`config.mk`:
```
export PLATFORM = sky130hd
export DESIGN_NAME = alu_issue_ctrl
export DESIGN_NICKNAME = d
export VERILOG_FILES = /design/src/rtl/alu_issue_ctrl.sv
export SDC_FILE = /design/constraint.sdc
export NUM_CORES = 1
export LEC_CHECK = 0
export CAP_MARGIN = 40
export CORE_MARGIN = 4
export CORE_UTILIZATION = 33
export CTS_CLUSTER_DIAMETER = 100
export DETAILED_ROUTE_END_ITERATION = 10
export PLACE_DENSITY = 0.63
export SLEW_MARGIN = 20
export SYNTH_ARGS = -nofsm -noshare
export SYNTH_HDL_FRONTEND = slang
export SYNTH_SLANG_ARGS = --single-unit
```
`constraint.sdc`:
```
create_clock -name clk -period 15.2 [get_ports clk]
set_input_delay 2.28 -clock clk [delete_from_list [all_inputs] [get_ports clk]]
set_output_delay 2.28 -clock clk [all_outputs]
set_load 0.05 [all_outputs]
```
`src/rtl/alu_issue_ctrl.sv`:
```
// Two-requester issue controller for the shared ALU: round-robin grant,
// registered operands, one execute cycle, and a response held until accepted.
module alu_issue_ctrl #(
  parameter int W = 32
) (
  input  logic         clk,
  input  logic         rst,
  input  logic         req0_valid,
  input  logic [2:0]   req0_op,
  input  logic [W-1:0] req0_a,
  input  logic [W-1:0] req0_b,
  output logic         req0_ready,
  input  logic         req1_valid,
  input  logic [2:0]   req1_op,
  input  logic [W-1:0] req1_a,
  input  logic [W-1:0] req1_b,
  output logic         req1_ready,
  output logic         rsp_valid,
  output logic         rsp_id,
  output logic [W-1:0] rsp_result,
  output logic         rsp_zero,
  output logic         rsp_carry,
  input  logic         rsp_ready
);

  localparam int SH_W = $clog2(W);

  typedef enum logic [1:0] {
    IDLE = 2'd0,
    EXEC = 2'd1,
    RESP = 2'd2
  } state_t;

  state_t         state, state_nxt;
  logic           last;
  logic           grant0, grant1;
  logic [2:0]     op_p0;
  logic [W-1:0]   a_p0, b_p0;
  logic           id_p0;
  logic [W:0]     exec_out;
  logic [W-1:0]   exec_res;
  logic           exec_cy;

  // Returns {carry, result} for one operation on unsigned W-bit operands.
  function automatic logic [W:0] alu_eval(input logic [2:0] op,
                                          input logic [W-1:0] a,
                                          input logic [W-1:0] b);
    logic [W:0]          sum;
    logic signed [W-1:0] sa, sb;
    logic [W-1:0]        res;
    logic                cy;
    sum = {1'b0, a} + {1'b0, b};
    sa  = a;
    sb  = b;
    res = '0;
    cy  = 1'b0;
    case (op)
      3'b000: begin res = sum[W-1:0]; cy = sum[W]; end
      3'b001: begin res = a - b;      cy = (a >= b); end
      3'b010: res = a & b;
      3'b011: res = a | b;
      3'b100: res = a ^ b;
      3'b101: res = {{(W-1){1'b0}}, (sa < sb)};
      3'b110: res = a << b[SH_W-1:0];
      3'b111: res = a >> b[SH_W-1:0];
      default: res = '0;
    endcase
    return {cy, res};
  endfunction

  // A lone valid requester wins; on a tie the one not served last wins.
  assign grant0 = req0_valid & (~req1_valid | last);
  assign grant1 = req1_valid & (~req0_valid | ~last);

  assign req0_ready = (state == IDLE) & grant0;
  assign req1_ready = (state == IDLE) & grant1;
  assign rsp_valid  = (state == RESP);

  assign exec_out = alu_eval(op_p0, a_p0, b_p0);
  assign exec_res = exec_out[W-1:0];
  assign exec_cy  = exec_out[W];

  always_comb begin
    state_nxt = state;
    case (state)
      IDLE:    if (grant0 | grant1) state_nxt = EXEC;
      EXEC:    state_nxt = RESP;
      RESP:    if (rsp_ready) state_nxt = IDLE;
      default: state_nxt = IDLE;
    endcase
  end

  always_ff @(posedge clk or posedge rst) begin
    if (rst) begin
      state <= IDLE;
      last  <= 1'b1;
    end else begin
      state <= state_nxt;
      if (req0_ready)      last <= 1'b0;
      else if (req1_ready) last <= 1'b1;
    end
  end

  // Stage p0: operands captured on the accept edge only.
  always_ff @(posedge clk or posedge rst) begin
    if (rst) begin
      op_p0 <= '0;
      a_p0  <= '0;
      b_p0  <= '0;
      id_p0 <= 1'b0;
    end else if (req0_ready) begin
      op_p0 <= req0_op;
      a_p0  <= req0_a;
      b_p0  <= req0_b;
      id_p0 <= 1'b0;
    end else if (req1_ready) begin
      op_p0 <= req1_op;
      a_p0  <= req1_a;
      b_p0  <= req1_b;
      id_p0 <= 1'b1;
    end
  end

  // Response stage: result and flags loaded leaving EXEC, held through RESP.
  always_ff @(posedge clk or posedge rst) begin
    if (rst) begin
      rsp_id     <= 1'b0;
      rsp_result <= '0;
      rsp_zero   <= 1'b0;
      rsp_carry  <= 1'b0;
    end else if (state == EXEC) begin
      rsp_id     <= id_p0;
      rsp_result <= exec_res;
      rsp_zero   <= (exec_res == '0);
      rsp_carry  <= exec_cy;
    end
  end

endmodule

```
# == After elaboration in Yosys (flattened, before gate mapping) ==
# Index checks and enable logic that the tools add are counted.
# word_totals
reg_bits,106
inputBits,139
out_inout_bits,38
wordCells,58
# classes
n_addsub,2
n_lt_le_gt_ge,2
eq_ne,11
shift,2
muxes,13
bitwise_logic,13
n_reduce_logical,5
# ops
op,count
case mux 32 bit (8 select lines),1
2-to-1 mux 32 bit,4
adder 32 x 32 -> 33 bit,1
bitwise AND 32 bit,1
>= comparator 32 bit,1
logical NOT 32 bit,1
< comparator 32 bit,1
bitwise OR 32 bit,1
<< shifter 32 x 5 -> 32 bit,1
>> shifter 32 x 5 -> 32 bit,1
subtractor 32 bit,1
XOR 32 bit,1
"equality test 3 bit, second input constant",4
"equality test 3 x 2 -> 1 bit, second input constant",2
2-to-1 mux 3 bit,2
case mux 2 bit (3 select lines),1
bitwise AND 1 bit,4
2-to-1 mux 2 bit,2
"!= test 2 x 1 -> 1 bit, second input constant",2
"equality test 3 x 1 -> 1 bit, second input constant",1
logical NOT 3 bit,1
NOT 1 bit,3
bitwise OR 1 bit,3
"equality test 2 x 1 -> 1 bit, second input constant",1
6 further kinds,7

# == Logic depth before layout (Yosys ltp) ==
# logic_depth
depth_word,6
depth_mapped,19

# == Worst setup path before layout ==
# OpenSTA, ideal clock, no wires.
# synth_path
path_kind,input-to-output
from,input req1_valid
to,output req0_ready
arrival_ps,3215
required_time_ps,12920
setup_slack_ps,9705
path_stages,4
n_path_buf,1
cell_sequence,nand2b_1 -> nand3_1 -> clkinv_1 -> clkbuf_1
# synth_between
elab_chain_len,4
# synth_rtl
element,line,rtl
"start, declared",13,"input logic req1_valid,"
NOT 1 bit,72,assign grant0 = req0_valid & (~req1_valid | last);
bitwise OR 1 bit,72,
bitwise AND 1 bit,72,
bitwise AND 1 bit,75,assign req0_ready = (state == IDLE) & grant0;
"end, declared",12,"output logic req0_ready,"
# No other way between the ends.

# == Worst setup path in the final report ==
# Same ends and word-level chain as after synthesis.

==> impl_metrics.toml <==
[min_path]
holdCritPathClass = "reg -> reg"

[finish]
diodes = 0
nNetsFinal = 2192
area_delta_synth_final_pct = 17.9
drive_above_1_share = 0.0873
n_fill_cell = 4394

[die]
fp.dieArea_sq_um = 45700
start_util = 0.333
core_region_area_sq_um = 41900
die_h_um = 214
rows = 75
dieWidth_um = 214
io_pins = 177

[timing]
period_share = 0.450
hold_viol = 0
fmax_mhz = 146
timing_worst_slew_pin_value_ns = 0.918
clock_skew_ns = 0.0150
rsz0062_at_grt = "false"
setup_violations = 0
fin_setup_tns_ns = 0
relSlewSlack = 0.382
min_period_ns = 6.84
slew_violations = 0

[synthesis]
ys_ff_latch = 106
ys_top_cells_by_area = "dfrtp_1 (19%), ha_1 (8.7%), nand2_1 (7.4%), mux4_2 (6.4%), nor2_1 (5.6%)"
yosysMostFrequentCell = "nand2_1"
netlist_area_sq_um = 14000
synthCells = 1886
synth_top_area_frac = 0.188
ys_async_sr_fraction = 1.00
yosysSeqAreaShare = 0.190
synthFlopType = "dfrtp_1"
synth_common_cells = "nand2_1 (275), nor2_1 (210), clkbuf_1 (118)"
synth_edf_count = 0
synth_warnings = 0
synth.distinct_cells = 83
synth_fp_nets = 2124
yosysTopAreaCell = "dfrtp_1"
avgSynthCellArea_sq_um = 7.41

[cts]
cts_resized = 0
cts-root-buf = "clkbuf_16"
h-tree-depth = 3
clkLatencyLatePin_ns = 0.40
post_cts_buffers = 0
cts-buffers-inserted = 9
ctsHoldBuffers = 0
cts_tree = "built"
clk_path_buf_depth = 2
clk_pin_slew_worst_paths_ns = 0.08
clock_sinks = 106

[routing]
first_pass_iters = 6
wirelength_mm = 62.8
antenna_left = 0
wire_per_inst_um = 25.2
drtIter0Drc = 2015
via_per_inst = 6.21
vias = 15525
drc = 0

[place]
port-buffer-count = 176
dp_hpwl_mm = 48.0
gp_congestion = 1.04

[critical_path]
endpoint_kind = "output pin"
worstPathMaxFanout = 69
r2r_slack_ns = 9.96
critPathArrivalTime_ns = 4.56
crit_type = "in -> out"
cp_data_required_time_ns = 12.92
critPathLaunchType = "primary input"

[global_route]
overflow = 0
grt_pass1_vias = 14536
grt_pass1_wl_mm = 92.8
antenna_found_initial = 2
grt_max_degree = 98
grtUsageTotal = 0.267

[outcome]
outcome = "finished, final reports clean"

[job]
cap_violations = 0
==> cells in the final DEF, fill, tap and decap left out, types with 28 or more instances in the layout <==
master             n
mux4_2            40
ha_1              97
a31oi_1           86
dfrtp_1          101
a22oi_1           33
o211ai_1          31
o22ai_1           28
nand2_1          275
nor3_1            28
mux2_2            37
mux2i_1           59
nor2_1           210
inv_1            101
buf_4             37
clkdlybuf4s50_1  176
o21ai_0           93
a21oi_1           86
nand3_1           38
a211oi_1          29
==> critical path: stages <==
cell,delay (ns)
clkdlybuf4s50_1,0.48
nand2b_1,0.13
nand3_2,0.10
inv_2,0.08
buf_4,0.54
clkdlybuf4s50_1,0.93
==> sequential cells by signal (all words and copies together), names as in the netlist <==
signal      cells
a_p0           32
b_p0           32
rsp_result     32
op_p0           3
state           2
id_p0           1
last            1
rsp_carry       1
rsp_id          1
rsp_zero        1
==> stage by stage <==
step | util | hold slack [ns] | instance area (sq um) | setup slack, ns | std cells
after global routing | 0.393 | 0.500 | 16500 | 8.24 | 2498
after detailed placement | 0.384 | 0.468 | 16100 | 8.38 | 2480
after CTS | 0.392 | 0.487 | 16400 | 8.37 | 2496
after global placement | 0.383 | 0.460 | 16100 | 8.39 | 2475
final | 0.393 | 0.480 | 16500 | 8.36 | 2498
after floorplan | - | 0.439 | 14000 | 9.70 | 1886
==> cells by family after synthesis <==
kind of cell	share of synthesized area
AND/OR/NAND/NOR	0.225
adder cells (fa/ha/maj)	0.0897
buffers and inverters	0.0745
AO/OA/AOI/OAI	0.271
XOR/XNOR	0.0113
multiplexers	0.138
flip-flops	0.190
==> routing by layer <==
layer,routed length (um),share of wire,up-vias,GRT usage
met5,28,0.00045,-,0
met4,2270,0.036,4,0.0962
met3,5840,0.093,140,0.0508
met2,27700,0.44,867,0.406
met1,27000,0.43,7495,0.378
li1,-,-,7019,-
==> worst paths after layout <==
check                                 to  startpoint  depth (start not counted)
max                           req0_ready  req1_valid                          6
min                               rsp_id      rsp_id                          2
max reg2reg                     rsp_zero     b_p0[0]                         12
min reg2reg                       rsp_id      rsp_id                          2
max in group asynchronous  rsp_result[8]         rst                          4
min in group asynchronous       a_p0[30]         rst                          2
==> area by class of cell <==
cell class                      count  area (sq um)  share of cell area
Timing Repair Buffer              220          2120               0.129
Sequential cell                   106          2660               0.162
Clock inverter                      7          87.6             0.00531
Clock buffer                        9           225              0.0137
Inverter                          105           397              0.0241
Multi-Input combinational cell   1512         10300               0.626
Tap cell                          539           674              0.0409
Power is left out: the tool's default activity adds up to more than one toggle a clock period on the data nets, which glitch-free logic cannot reach.
